`src/rtl/track_arb_pkg.sv`:
```
// Shared types and sizes for the track tile read-port arbiter.
package track_arb_pkg;

  localparam int unsigned TRACK_DEPTH  = 256;
  localparam int unsigned BRAM_LATENCY = 2;
  localparam int unsigned ADDR_W       = 8;
  localparam int unsigned TILE_W       = 4;
  localparam int unsigned WAIT_W       = 8;

  typedef logic [ADDR_W-1:0] track_addr_t;
  typedef logic [TILE_W-1:0] tile_t;

  typedef enum logic [1:0] {
    G_NONE   = 2'd0,
    G_REND   = 2'd1,
    G_PLAYER = 2'd2,
    G_OPP    = 2'd3
  } grant_t;

endpackage

```
`src/rtl/track_arb_tag_pipe.sv`:
```
// Grant tag shift register, aligned with the BRAM read latency; synchronous clear.
module track_arb_tag_pipe
  import track_arb_pkg::*;
#(
  parameter int unsigned DEPTH = BRAM_LATENCY
) (
  input  logic   clk_in,
  input  logic   rst_in,
  input  grant_t tag_in,
  output grant_t tag_out
);

  grant_t stage_q [DEPTH];

  // Shift the grant one stage per cycle; reset drops every in-flight tag.
  always_ff @(posedge clk_in) begin
    if (rst_in) begin
      for (int unsigned i = 0; i < DEPTH; i++) stage_q[i] <= G_NONE;
    end else begin
      stage_q[0] <= tag_in;
      for (int unsigned i = 1; i < DEPTH; i++) stage_q[i] <= stage_q[i-1];
    end
  end

  assign tag_out = stage_q[DEPTH-1];

endmodule

```
`src/rtl/xilinx_single_port_ram_read_first.sv`:
```
// Single-port BRAM, HIGH_PERFORMANCE variant: registered read plus output register (latency 2).
// Tile contents are loaded by the implementation flow from INIT_FILE.
module xilinx_single_port_ram_read_first #(
  parameter int unsigned RAM_WIDTH = 4,
  parameter int unsigned RAM_DEPTH = 256,
  parameter string       INIT_FILE = ""
) (
  input  logic                         clka,
  input  logic [$clog2(RAM_DEPTH)-1:0] addra,
  input  logic                         ena,
  input  logic                         rsta,
  input  logic                         regcea,
  output logic [RAM_WIDTH-1:0]         douta
);

  logic [RAM_WIDTH-1:0] bram [RAM_DEPTH];
  logic [RAM_WIDTH-1:0] ram_data;

  // First stage: array read.
  always_ff @(posedge clka) begin
    if (ena) ram_data <= bram[addra];
  end

  // Second stage: output register with its own reset.
  always_ff @(posedge clka) begin
    if (rsta) douta <= '0;
    else if (regcea) douta <= ram_data;
  end

endmodule

```
`src/rtl/track_arb.sv`:
```
// Track tile BRAM owner and read-port arbiter: renderer first, physics round-robin.
// Optional feature macro: TRACK_ARB_STEAL_EN lets a starved physics requester
// steal one renderer slot after STEAL_WAIT-1 wait cycles.
module track_arb
  import track_arb_pkg::*;
#(
  parameter string       TRACK_INIT = "track.mem",
  parameter int unsigned STEAL_WAIT = 64
) (
  input  logic              clk_in,
  input  logic              rst_in,
  input  logic              rend_active,
  input  logic [ADDR_W-1:0] rend_addr,
  output logic [TILE_W-1:0] rend_data,
  input  logic              p_req_valid,
  input  logic [ADDR_W-1:0] p_req_addr,
  output logic              p_req_ready,
  output logic              p_resp_valid,
  output logic [TILE_W-1:0] p_resp_data,
  input  logic              o_req_valid,
  input  logic [ADDR_W-1:0] o_req_addr,
  output logic              o_req_ready,
  output logic              o_resp_valid,
  output logic [TILE_W-1:0] o_resp_data
);

  grant_t      grant_c;
  grant_t      last_grant_q;
  grant_t      last_grant_d;
  grant_t      tag_s2;
  track_addr_t bram_addr_c;
  tile_t       bram_dout;
  tile_t       rend_hold_q;
  tile_t       p_hold_q;
  tile_t       o_hold_q;
  logic        p_steal_c;
  logic        o_steal_c;

`ifdef TRACK_ARB_STEAL_EN
  localparam logic [WAIT_W-1:0] STEAL_THRESH = WAIT_W'(STEAL_WAIT - 1);

  logic [WAIT_W-1:0] p_wait_q;
  logic [WAIT_W-1:0] o_wait_q;
  logic              steal_q;

  // Saturating wait counters; a steal blocks another steal on the next cycle.
  always_ff @(posedge clk_in) begin
    if (rst_in) begin
      p_wait_q <= '0;
      o_wait_q <= '0;
      steal_q  <= 1'b0;
    end else begin
      if (p_req_valid && !p_req_ready)
        p_wait_q <= (p_wait_q == '1) ? p_wait_q : p_wait_q + WAIT_W'(1);
      else
        p_wait_q <= '0;
      if (o_req_valid && !o_req_ready)
        o_wait_q <= (o_wait_q == '1) ? o_wait_q : o_wait_q + WAIT_W'(1);
      else
        o_wait_q <= '0;
      steal_q <= p_steal_c || o_steal_c;
    end
  end

  assign p_steal_c = rend_active && !steal_q && p_req_valid && (p_wait_q >= STEAL_THRESH);
  assign o_steal_c = rend_active && !steal_q && o_req_valid && (o_wait_q >= STEAL_THRESH);
`else
  assign p_steal_c = 1'b0;
  assign o_steal_c = 1'b0;
`endif

  // Grant decision and round-robin bookkeeping for this cycle.
  always_comb begin
    grant_c      = G_NONE;
    last_grant_d = last_grant_q;
    if (rend_active) begin
      if (p_steal_c)      grant_c = G_PLAYER;
      else if (o_steal_c) grant_c = G_OPP;
      else                grant_c = G_REND;
    end else if (p_req_valid && o_req_valid) begin
      grant_c = (last_grant_q == G_PLAYER) ? G_OPP : G_PLAYER;
    end else if (p_req_valid) begin
      grant_c = G_PLAYER;
    end else if (o_req_valid) begin
      grant_c = G_OPP;
    end
    if (grant_c == G_PLAYER || grant_c == G_OPP) last_grant_d = grant_c;
  end

  // Address mux onto the single BRAM port.
  always_comb begin
    bram_addr_c = rend_addr;
    case (grant_c)
      G_PLAYER: bram_addr_c = p_req_addr;
      G_OPP:    bram_addr_c = o_req_addr;
      default:  bram_addr_c = rend_addr;
    endcase
  end

  assign p_req_ready = p_req_valid && (grant_c == G_PLAYER);
  assign o_req_ready = o_req_valid && (grant_c == G_OPP);

  // Last physics grant and held output values between strobes.
  always_ff @(posedge clk_in) begin
    if (rst_in) begin
      last_grant_q <= G_OPP;
      rend_hold_q  <= '0;
      p_hold_q     <= '0;
      o_hold_q     <= '0;
    end else begin
      last_grant_q <= last_grant_d;
      rend_hold_q  <= rend_data;
      p_hold_q     <= p_resp_data;
      o_hold_q     <= o_resp_data;
    end
  end

  // Route the BRAM word to whoever holds the stage-2 tag.
  assign p_resp_valid = (tag_s2 == G_PLAYER);
  assign o_resp_valid = (tag_s2 == G_OPP);
  assign rend_data    = (tag_s2 == G_REND) ? bram_dout : rend_hold_q;
  assign p_resp_data  = p_resp_valid ? bram_dout : p_hold_q;
  assign o_resp_data  = o_resp_valid ? bram_dout : o_hold_q;

  track_arb_tag_pipe #(
    .DEPTH (BRAM_LATENCY)
  ) u_tag_pipe (
    .clk_in  (clk_in),
    .rst_in  (rst_in),
    .tag_in  (grant_c),
    .tag_out (tag_s2)
  );

  xilinx_single_port_ram_read_first #(
    .RAM_WIDTH (TILE_W),
    .RAM_DEPTH (TRACK_DEPTH),
    .INIT_FILE (TRACK_INIT)
  ) u_bram (
    .clka   (clk_in),
    .addra  (bram_addr_c),
    .ena    (1'b1),
    .rsta   (rst_in),
    .regcea (1'b1),
    .douta  (bram_dout)
  );

endmodule

```
`config.mk`:
```
export PLATFORM = sky130hd
export DESIGN_NAME = track_arb
export DESIGN_NICKNAME = d
export VERILOG_FILES = /design/src/rtl/track_arb_pkg.sv /design/src/rtl/track_arb_tag_pipe.sv /design/src/rtl/xilinx_single_port_ram_read_first.sv /design/src/rtl/track_arb.sv
export SDC_FILE = /design/constraint.sdc
export NUM_CORES = 1
export LEC_CHECK = 0
export BUFFER_PORTS_ARGS = -buffer_cell sky130_fd_sc_hd__buf_2
export CAP_MARGIN = 10
export CELL_PAD_IN_SITES_DETAIL_PLACEMENT = 1
export CELL_PAD_IN_SITES_GLOBAL_PLACEMENT = 2
export CORE_ASPECT_RATIO = 2
export CORE_MARGIN = 2
export CORE_UTILIZATION = 21
export CTS_CLUSTER_SIZE = 8
export DETAILED_ROUTE_END_ITERATION = 10
export PLACE_DENSITY = 0.85
export SLEW_MARGIN = 5
export SYNTH_ARGS = -nofsm -noshare
export SYNTH_HDL_FRONTEND = slang
export SYNTH_SLANG_ARGS = --single-unit
```
`constraint.sdc`:
```
create_clock -name clk_in -period 1 [get_ports clk_in]
set_input_delay 0.2 -clock clk_in [delete_from_list [all_inputs] [get_ports clk_in]]
set_output_delay 0.2 -clock clk_in [all_outputs]
set_load 0.05 [all_outputs]
```
**Word level (Yosys, flattened, before mapping)**

Memories as Yosys holds them, arrays and structs flattened.
Index checks and enable logic that the tools add are counted.
W data, S select, Z words.

- Bitwise gates (word level): 2
- Reduce and logical (&&, ||, !) cells: 4
- Multiplexer cells: 13
- Eq/ne operators: 6

Operators by type and width:

| cell | count |
|---|---|
| $mux W2 | 6 |
| $mux W4 | 3 |
| $eq A2 B2 Y1 const B | 5 |
| $mux W1 | 4 |
| $logic_and A1 B1 Y1 | 3 |
| $eq A2 B1 Y1 const B | 1 |
| $or A1 B1 Y1 | 2 |
| $logic_or A1 B1 Y1 | 1 |

- Input bits: 29
- Bits in registers: 22
- Output and inout bits: 16
- Bits in writable memories: 4
- Memories kept: 1

Memory list:

| name | words | width | rd ports | clocked after Yosys merged registers in | wr ports | line | source |
|---|---|---|---|---|---|---|---|
| u_tag_pipe.stage_q | 2 | 2 | 2 | 0 | 2 | track_arb_tag_pipe.sv:13 | `grant_t stage_q [DEPTH];` |

**Depth between registers and ports, before layout**

Gate-level depths: netlist of run 1.

- Word-level depth: 6
- Mapped depth: 4
- Mapped depth without buffers: 4

**By module**

From an unflattened synthesis of run 1, not the netlist that was laid out.

- Cell total of the unflattened synthesis: 88
- Area, all modules: 934.6 um^2

By module, submodules not included:

| module | sequential area each (um^2) | instances | cells an instance | area each (um^2) |
|---|---|---|---|---|
| track_arb | 280.3 | 1 | 73 | 780.7 |
| track_arb_tag_pipe | 80.1 | 1 | 10 | 120.1 |
| xilinx_single_port_ram_read_first | 0.0 | 1 | 5 | 33.8 |

**Worst setup path after synthesis of run 1**

No wires, ideal clock.

- Path type: register -> output
- Start point: register last_grant_q[1]
- End point: output port p_req_ready
- Path buffers: 0
- Arrival: 1.217 ns
- Required time: 0.800 ns
- Setup slack: -0.417 ns
- Cell stages (with the launch flop): 3
- Path through: dfxtp_1 > nor2b_1 > a21oi_1

- Word-level cells in the longest chain between the ends: 6

RTL lines:

| item | line | source |
|---|---|---|
| start, declared | track_arb.sv:28 | `grant_t last_grant_q;` |
| start signal, assigned | track_arb.sv:111 | `last_grant_q <= last_grant_d;` |
| $eq A2 B2 Y1 | track_arb.sv:81 | `grant_c = (last_grant_q == G_PLAYER) ? G_OPP : G_PLAYER;` |
| $mux W1 | track_arb.sv:81 |  |
| $mux W2 | track_arb.sv:80 | `end else if (p_req_valid && o_req_valid) begin` |
| $mux W2 | track_arb.sv:76 | `if (rend_active) begin` |
| $eq A2 B2 Y1 | -- |  |
| $logic_and A1 B1 Y1 | track_arb.sv:100 | `assign p_req_ready = p_req_valid && (grant_c == G_PLAYER);` |
| end, declared | track_arb.sv:17 | `output logic p_req_ready,` |

No other way between the ends.

**Worst setup path after layout of run 1**

Same ends and word-level chain as after synthesis.

==> results of run 1 <==
-- where the power goes --
group	total, mW	internal, mW	switching, mW
clock	0.480	0.267	0.213
sequential	0.737	0.729	0.00797
combinational	0.144	0.0661	0.0781
-- worst min path at each step --
stage	from	to	slack (ns)
global placement	u_tag_pipe.stage_q[0][0]$_SDFF_PP0_	u_tag_pipe.stage_q[0][2]$_SDFF_PP0_	0.42
global route	rend_active	u_tag_pipe.stage_q[0][0]$_SDFF_PP0_	0.27
floorplan	p_req_valid	last_grant_q[1]$_SDFFE_PP1P_	0.35
CTS	rend_active	u_tag_pipe.stage_q[0][0]$_SDFF_PP0_	0.23
finish	rend_active	u_tag_pipe.stage_q[0][0]$_SDFF_PP0_	0.25
detailed placement	o_hold_q[0]$_SDFF_PP0_	o_hold_q[0]$_SDFF_PP0_	0.44
-- area by class of cell --
| type | instances | share of cell area, % |
|---|---|---|
| Tap cell | 31 | 3.52 |
| Timing Repair Buffer | 25 | 26.0 |
| Multi-Input combinational cell | 45 | 31.7 |
| Sequential cell | 18 | 33.1 |
| Inverter | 4 | 1.93 |
| Clock buffer | 3 | 3.75 |
-- Yosys cell counts --
cell type / instances
sky130_fd_sc_hd__nor3_1: 1
sky130_fd_sc_hd__nor2_4: 1
sky130_fd_sc_hd__a21oi_1: 3
sky130_fd_sc_hd__nor2b_4: 1
sky130_fd_sc_hd__o21ai_0: 1
sky130_fd_sc_hd__inv_1: 3
sky130_fd_sc_hd__nand2b_1: 1
sky130_fd_sc_hd__dfxtp_1: 18
sky130_fd_sc_hd__nand2_1: 2
sky130_fd_sc_hd__o21bai_1: 1
sky130_fd_sc_hd__buf_6: 1
sky130_fd_sc_hd__nor2b_1: 3
sky130_fd_sc_hd__nor2_1: 4
sky130_fd_sc_hd__inv_2: 1
sky130_fd_sc_hd__and2_1: 20
sky130_fd_sc_hd__and2_2: 4
sky130_fd_sc_hd__o211a_1: 1
sky130_fd_sc_hd__nand2b_4: 2
-- stage by stage --
| step | cells | utilization (%) |
|---|---|---|
| floorplan | 68 | - |
| global placement | 123 | 27.9 |
| detailed placement | 123 | 27.9 |
| CTS | 126 | 34.3 |
| global route | 126 | 34.9 |
| finish | 126 | 34.9 |
-- worst reg2reg max path: cells and delay by family, from the launching register on --
kind,cells,cell delay (ns)
DFF,1,0.36
buffers and inverters,3,0.27
and+or+nand+nor,3,0.26
-- registers in the layout, indices dropped and copies added, names as in the netlist --
register,count
last_grant_q,2
o_hold_q,4
p_hold_q,4
rend_hold_q,4
u_tag_pipe.stage_q,4
-- per-layer routing --
metal	part of all wire (%)	global-route usage [%]	vias up	routed length [um]
met2	60	17.1	17	867
met5	0	0	-	0
met3	4.5	1.94	0	65
li1	-	-	264	-
met1	35	9.40	254	502
met4	0	4.96	0	0
-- cells by family (layout without fill, tap and decap cells) --
group	after synthesis	after routing	share of synthesized area, %
DFF	18	18	52.7
buffers and inverters	5	32	3.84
AOI/OAI and AO/OA	6	6	5.48
and+or+nand+nor	39	39	38.0
-- what timing repair did --
item / 4_1_cts / 5_1_grt
hold buffers: 0 / 0
buffers inserted: 1 / 0
hold endpoints to repair: 0 / 0
endpoints found under the setup margin: 20 / 24
resized for setup: 51 / 3
pin swaps: 11 / 0
==> PnR_summary.wiki, run 1 <==
{| class="wikitable"
! Metric !! Value
|-
| Result of the run || complete, but fails checks
|-
| Failing checks || setup timing
|-
| Required time of the worst setup path || 0.80 ns
|-
| Count of nets after finishing || 126
|-
| Via count of the first global-routing pass || 616
|-
| Overflow left after global routing || 0
|-
| Latest clock arrival within the worst-skew pair || 0.25 ns
|-
| Setup crit start || last_grant_q[1]$_SDFFE_PP1P_
|-
| Die height || 84.7 um
|-
| I/O Buffers || 20
|-
| Worst slew margin relative to its limit || 82.5%
|-
| Clock transition at the registers of the reported paths || 0.06 ns
|-
| Critical Path Source Type || flop
|-
| Final setup skew || 0.00319 ns
|-
| Number of cells on the worst hold path || 3
|-
| Number of distinct standard cells referenced by the synthesized netlist || 18
|-
| Critical R2R Capture || p_hold_q[1]$_SDFF_PP0_
|-
| Endpoint kind of the worst setup timing path || primary output
|-
| Unrepaired setup endpoints after global routing || yes
|-
| Number of slew-limit violations in the final report || 0
|-
| Half-perimeter wire length after placement || 1.10 mm
|-
| Total number of H-tree levels || 1
|-
| Cells taking the most area after synthesis || sky130_fd_sc_hd__dfxtp_1 (53%), sky130_fd_sc_hd__and2_1 (18%), sky130_fd_sc_hd__and2_2 (4.4%)
|-
| Power after layout || 1.36 mW
|-
| Count of fill cells added during filler insertion || 348
|-
| Total routing usage reported by global routing || 9.43%
|-
| DRC viols || 0
|-
| Number of buffers created by CTS || 3
|-
| Routed len/inst || 11.4 um
|-
| Cell occurring most often along the worst timing path || sky130_fd_sc_hd__buf_6
|-
| Fin crit share || 129%
|-
| Synthesized Nets || 97
|-
| Number of antenna violations at the first check in global routing || 0
|-
| Post-synth top area cell || sky130_fd_sc_hd__dfxtp_1
|-
| Core Footprint || 0.00316 mm2
|-
| Antenna cell count || 0
|-
| Number of warnings issued by yosys || 0
|-
| Worst voltage drop across the vdd grid || 0.000630 V
|-
| Worst Reg2Reg Path Length in Cells || 6
|-
| Multi-input combinational cell area || 349 um2
|-
| Number of placed I/O pins || 45
|-
| Endpoints failing setup || 16
|-
| Crit-path max FO || 3
|-
| Average cell area after synthesis || 10.1 um2
|-
| Transition time at the pin with the least slew margin || 0.260 ns
|-
| Largest stage delay on the critical path || 0.32 ns
|-
| Hold WS || 0.253 ns
|-
| Number of detailed-routing iterations run before antenna repair || 4
|-
| Fmax || 775 MHz
|-
| Clk sinks || 18
|-
| Seq/Total Area, Yosys || 52.7%
|-
| CTS tree || done
|-
| Last weighted congestion value of the routability-driven placer || 0.673
|-
| Initial Utilization || 21.7%
|-
| Post-Route Setup TNS || -4.10 ns
|-
| Netlist Area Pre-Place || 684 um2
|-
| Area fraction of the dominant cell type after synthesis || 52.7%
|-
| Most common library cell in the layout ignoring fill and taps || sky130_fd_sc_hd__dfxtp_1
|-
| Number of vias in the routed layout || 535
|-
| Total of max-cap violations || 0
|-
| Detailed router's first-iteration violation count || 26
|-
| Global-route wire length before repair || 2.67 mm
|-
| Setup WS post-layout || -0.290 ns
|-
| Remaining number of nets flagged by the antenna check after routing || 0
|-
| Synthesis-stage register bit count || 18
|-
| Startpoint-to-endpoint class of the critical path || flop to primary output
|-
| Deepest clock path buffer count || 2
|-
| Std-Cell Rows || 29
|-
| Gate Count Post-Synth || 68
|-
| Dominant delay contributor by cell family on the critical path || flip-flops
|-
| Area growth from synthesis to layout || 60.9%
|-
| Critical-path cell list || nor2b_4 -> buf_6 -> a21oi_4 -> buf_6
|-
| Routed Wire Length || 1.44 mm
|-
| Cell with the biggest individual delay on the critical path || sky130_fd_sc_hd__dfxtp_2
|-
| Critical path arrival || 1.09 ns
|-
| Time the final worst path needs with I/O delays and setup || 1.29 ns
|-
| Die area || 0.00376 mm2
|-
| Pre-CTS setup slack || -0.206 ns
|-
| Number of hold-slack violations in the final timing report || 0
|-
| Layout cell share with drive strength beyond 1 || 56.8%
|-
| Critical Path End || p_req_ready
|-
| Cell area power density || 1240 mW/mm2
|-
| Library cell used as clock root buffer || sky130_fd_sc_hd__clkbuf_8
|-
| Post-route cell area || 0.00110 mm2
|-
| Register-to-register setup slack || 0.01 ns
|-
| Crit path buf inv count || 2
|-
| Pin count of the biggest net entering global routing || 10
|-
| Startpoint of the worst-slack reg-to-reg timing path || u_tag_pipe.stage_q[0][3]$_SDFF_PP0_
|-
| Average vias per placed instance || 4.25
|-
| Area of all sequential standard cells || 364 um2
|-
| Commonest non-fill, non-tap cells in the layout || sky130_fd_sc_hd__dfxtp_1 (15), sky130_fd_sc_hd__and2_1 (11), sky130_fd_sc_hd__buf_8 (10)
|-
| Horiz. Die Dim || 44.4 um
|-
| Critical Path Stages || 4
|-
| Placed Instance Area || 880 um2
|-
| Type of the worst min-delay path || input pin to flop
|-
| Static leakage power || 0.499 nW
|}
Power figures use the tool's default switching activity.
==> inputs of run 2 (changes only) <==
--- a/config.mk
+++ b/config.mk
@@ -11,11 +11,12 @@
 export CELL_PAD_IN_SITES_GLOBAL_PLACEMENT = 2
 export CORE_ASPECT_RATIO = 2
 export CORE_MARGIN = 2
-export CORE_UTILIZATION = 21
+export CORE_UTILIZATION = 26
 export CTS_CLUSTER_SIZE = 8
 export DETAILED_ROUTE_END_ITERATION = 10
-export PLACE_DENSITY = 0.85
+export PLACE_DENSITY = 0.88
 export SLEW_MARGIN = 5
 export SYNTH_ARGS = -nofsm -noshare
 export SYNTH_HDL_FRONTEND = slang
+export SYNTH_HIERARCHICAL = 1
 export SYNTH_SLANG_ARGS = --single-unit
==> run 2 against run 1 <==
  * The run still ends with setup timing left
  * Sequential cell count unchanged
  * Synthesized cell count increased by 4.4%
  * Combinational power rose by 120%
  * Via count increased by 2.1%
  * Critical path depth fell by 1
  * Worst setup slack worse by 0.18 ns
  * Clock skew shrank 0.0016 ns
  * Routed wire length grew 22%
  * Highest routed layer is now met4
==> PnR_summary.wiki, run 2 <==
{| class="wikitable"
! Metric !! Value
|-
| Core Footprint || 0.00294 mm2 (-6.8%)
|-
| Crit path buf inv count || 1 (-1)
|-
| Endpoint kind of the worst setup timing path || primary output
|-
| Std-Cell Rows || 28 (-3.4%)
|-
| Clock transition at the registers of the reported paths || 0.06 ns (about the same)
|-
| Time the final worst path needs with I/O delays and setup || 1.46 ns (+0.175 ns)
|-
| Required time of the worst setup path || 0.80 ns (about the same)
|-
| Netlist Area Pre-Place || 801 um2 (+17%)
|-
| Total of max-cap violations || 0 (unchanged)
|-
| Clk sinks || 18 (unchanged)
|-
| Die height || 82.5 um (-2.7%)
|-
| Half-perimeter wire length after placement || 1.33 mm (+21%)
|-
| Global-route wire length before repair || 2.87 mm (+7.5%)
|-
| Latest clock arrival within the worst-skew pair || 0.25 ns (about the same)
|-
| DRC viols || 0 (unchanged)
|-
| Overflow left after global routing || 0 (unchanged)
|-
| Critical Path Source Type || flop
|-
| Initial Utilization || 27.2% (+5.5 points)
|-
| Library cell used as clock root buffer || sky130_fd_sc_hd__clkbuf_8
|-
| Startpoint-to-endpoint class of the critical path || flop to primary output
|-
| Non-filler cells in the finished layout || 124 (-1.6%)
|-
| Static leakage power || 0.543 nW (+8.8%)
|-
| I/O Buffers || 20 (unchanged)
|-
| Worst voltage drop across the vdd grid || 0.000793 V (+26%)
|-
| Horiz. Die Dim || 43.2 um (-2.5%)
|-
| Result of the run || complete, but fails checks
|-
| Deepest clock path buffer count || 2 (unchanged)
|-
| Count of fill cells added during filler insertion || 355 (+2.0%)
|-
| Unrepaired setup endpoints after global routing || yes
|-
| CTS Hold Buffers Added || 0 (unchanged)
|-
| Gate Count Post-Synth || 71 (+4.4%)
|-
| Cell with the biggest individual delay on the critical path || sky130_fd_sc_hd__dfxtp_2
|-
| Register-to-register setup slack || -0.10 ns (-0.11 ns)
|-
| Detailed router's first-iteration violation count || 5 (-81%)
|-
| CTS tree || done
|-
| Number of vias in the routed layout || 546 (+2.1%)
|-
| Type of the worst min-delay path || input pin to flop
|-
| Number of placed I/O pins || 45 (unchanged)
|-
| Failing checks || setup timing
|-
| Average cell area after synthesis || 11.3 um2 (+12%)
|-
| Die area || 0.00357 mm2 (-5.1%)
|-
| Total number of H-tree levels || 1 (unchanged)
|-
| Final setup skew || 0.00159 ns (-0.00160 ns)
|-
| Routed len/inst || 14.2 um (+24%)
|-
| Antenna cell count || 0 (unchanged)
|-
| Average vias per placed instance || 4.40 (+3.7%)
|-
| Crit-path max FO || 5 (+2)
|-
| Pre-CTS setup slack || -0.292 ns (-0.0864 ns)
|-
| Last weighted congestion value of the routability-driven placer || 0.677 (+0.61%)
|-
| Critical-path cell list || nand2b_4 -> mux2_4 -> buf_6
|-
| Most common library cell in the layout ignoring fill and taps || sky130_fd_sc_hd__nor2b_1
|-
| Setup crit start || u_tag_pipe/stage_q[0][2]$_SDFF_PP0_
|-
| Number of antenna violations at the first check in global routing || 0 (unchanged)
|-
| Fmax || 683 MHz (-12%)
|-
| Via count of the first global-routing pass || 610 (-0.97%)
|-
| Total routing usage reported by global routing || 11.1% (+1.7 points)
|-
| Dominant delay contributor by cell family on the critical path || flip-flops
|-
| Number of slew-limit violations in the final report || 0 (unchanged)
|-
| Count of nets after finishing || 125 (-0.79%)
|-
| Number of warnings issued by yosys || 6 (+6)
|-
| Fin crit share || 146% (+18 points)
|-
| Power after layout || 1.56 mW (+15%)
|-
| Startpoint of the worst-slack reg-to-reg timing path || u_tag_pipe/stage_q[0][2]$_SDFF_PP0_
|-
| Largest stage delay on the critical path || 0.35 ns (+0.03 ns)
|-
| Layout cell share with drive strength beyond 1 || 57.4% (+0.60 points)
|-
| Number of hold-slack violations in the final timing report || 0 (unchanged)
|-
| Startpoint of the worst hold path || rst_in
|-
| Cells after DPL || 121 (-1.6%)
|-
| Remaining number of nets flagged by the antenna check after routing || 0 (unchanged)
|-
| Commonest non-fill, non-tap cells in the layout || sky130_fd_sc_hd__nor2b_1 (16), sky130_fd_sc_hd__dfxtp_1 (14), sky130_fd_sc_hd__mux2_4 (12), sky130_fd_sc_hd__buf_6 (12), sky130_fd_sc_hd__buf_4 (8)
|-
| Number of buffers created by CTS || 3 (unchanged)
|-
| Routed Wire Length || 1.76 mm (+22%)
|-
| Pin count of the biggest net entering global routing || 11 (+1)
|-
| Critical path arrival || 1.26 ns (+0.17 ns)
|-
| Cell area power density || 1400 mW/mm2 (+13%)
|-
| Area growth from synthesis to layout || 39.7%
|-
| Number of detailed-routing iterations run before antenna repair || 3 (-1)
|-
| Setup WS post-layout || -0.465 ns (-0.175 ns)
|-
| Endpoints failing setup || 28 (+12)
|}
==> run 2: cell types whose count changed in the layout (fill, tap and decap cells not counted), sizes merged, moves of 2 or more <==
cell / previous run / this run
a21oi: 3 / 1
and2: 24 / 0
conb: 0 / 4
mux2: 0 / 12
nor2: 5 / 0
nor2b: 4 / 16
==> run 2: layout make-up <==
cell class	count	area (um2)	share of cell area, %
clock buffer	3	41.3	3.69
inverter	5	22.5	2.01
multi-input combinational	44	434	38.8
sequential	18	368	32.9
tap	30	37.5	3.36
timing repair buffer	24	215	19.2
==> run 2: where the power goes <==
group / internal [mW] / total [mW] / switching, mW
Clock: 0.267 / 0.485 / 0.218
Combinational: 0.136 / 0.323 / 0.188
Sequential: 0.741 / 0.755 / 0.0144
==> run 2: per-layer routing <==
layer	wire (um)	GRT usage, %	up-vias	part of all wire [%]
li1	-	-	265	-
met1	640	10.3	264	36
met2	1010	20.9	15	57
met3	94	3.70	2	5.4
met4	13	5.45	0	0.74
met5	0	0	-	0
==> run 2: repair_timing <==
item                       4_1_cts  5_1_grt
cloned                           0        0
setup buffers                    0        0
setup endpoints to repair       28       28
resized for setup               34        0
==> run 2: metrics by stage <==
step / hold WS, ns / utilization [%] / instance area, um2 / TNS [ns]
final: 0.242 / 38.0 / 1120 / -7.40
after global routing: 0.259 / 38.0 / 1120 / -8.38
after detailed placement: 0.431 / 33.3 / 981 / -5.10
after floorplan: 0.272 / - / 870 / -4.50
after global placement: 0.432 / 33.3 / 981 / -4.65
after CTS: 0.245 / 38.0 / 1120 / -7.65
==> run 2: path summary, 6_finish.rpt <==
path,to,depth (start not counted)
worst max register to register,p_hold_q[0]$_SDFF_PP0_,3
worst max-delay path,p_resp_data[0],3
worst min register to register,u_tag_pipe/stage_q[0][3]$_SDFF_PP0_,1
worst min-delay path,u_tag_pipe/stage_q[0][3]$_SDFF_PP0_,2
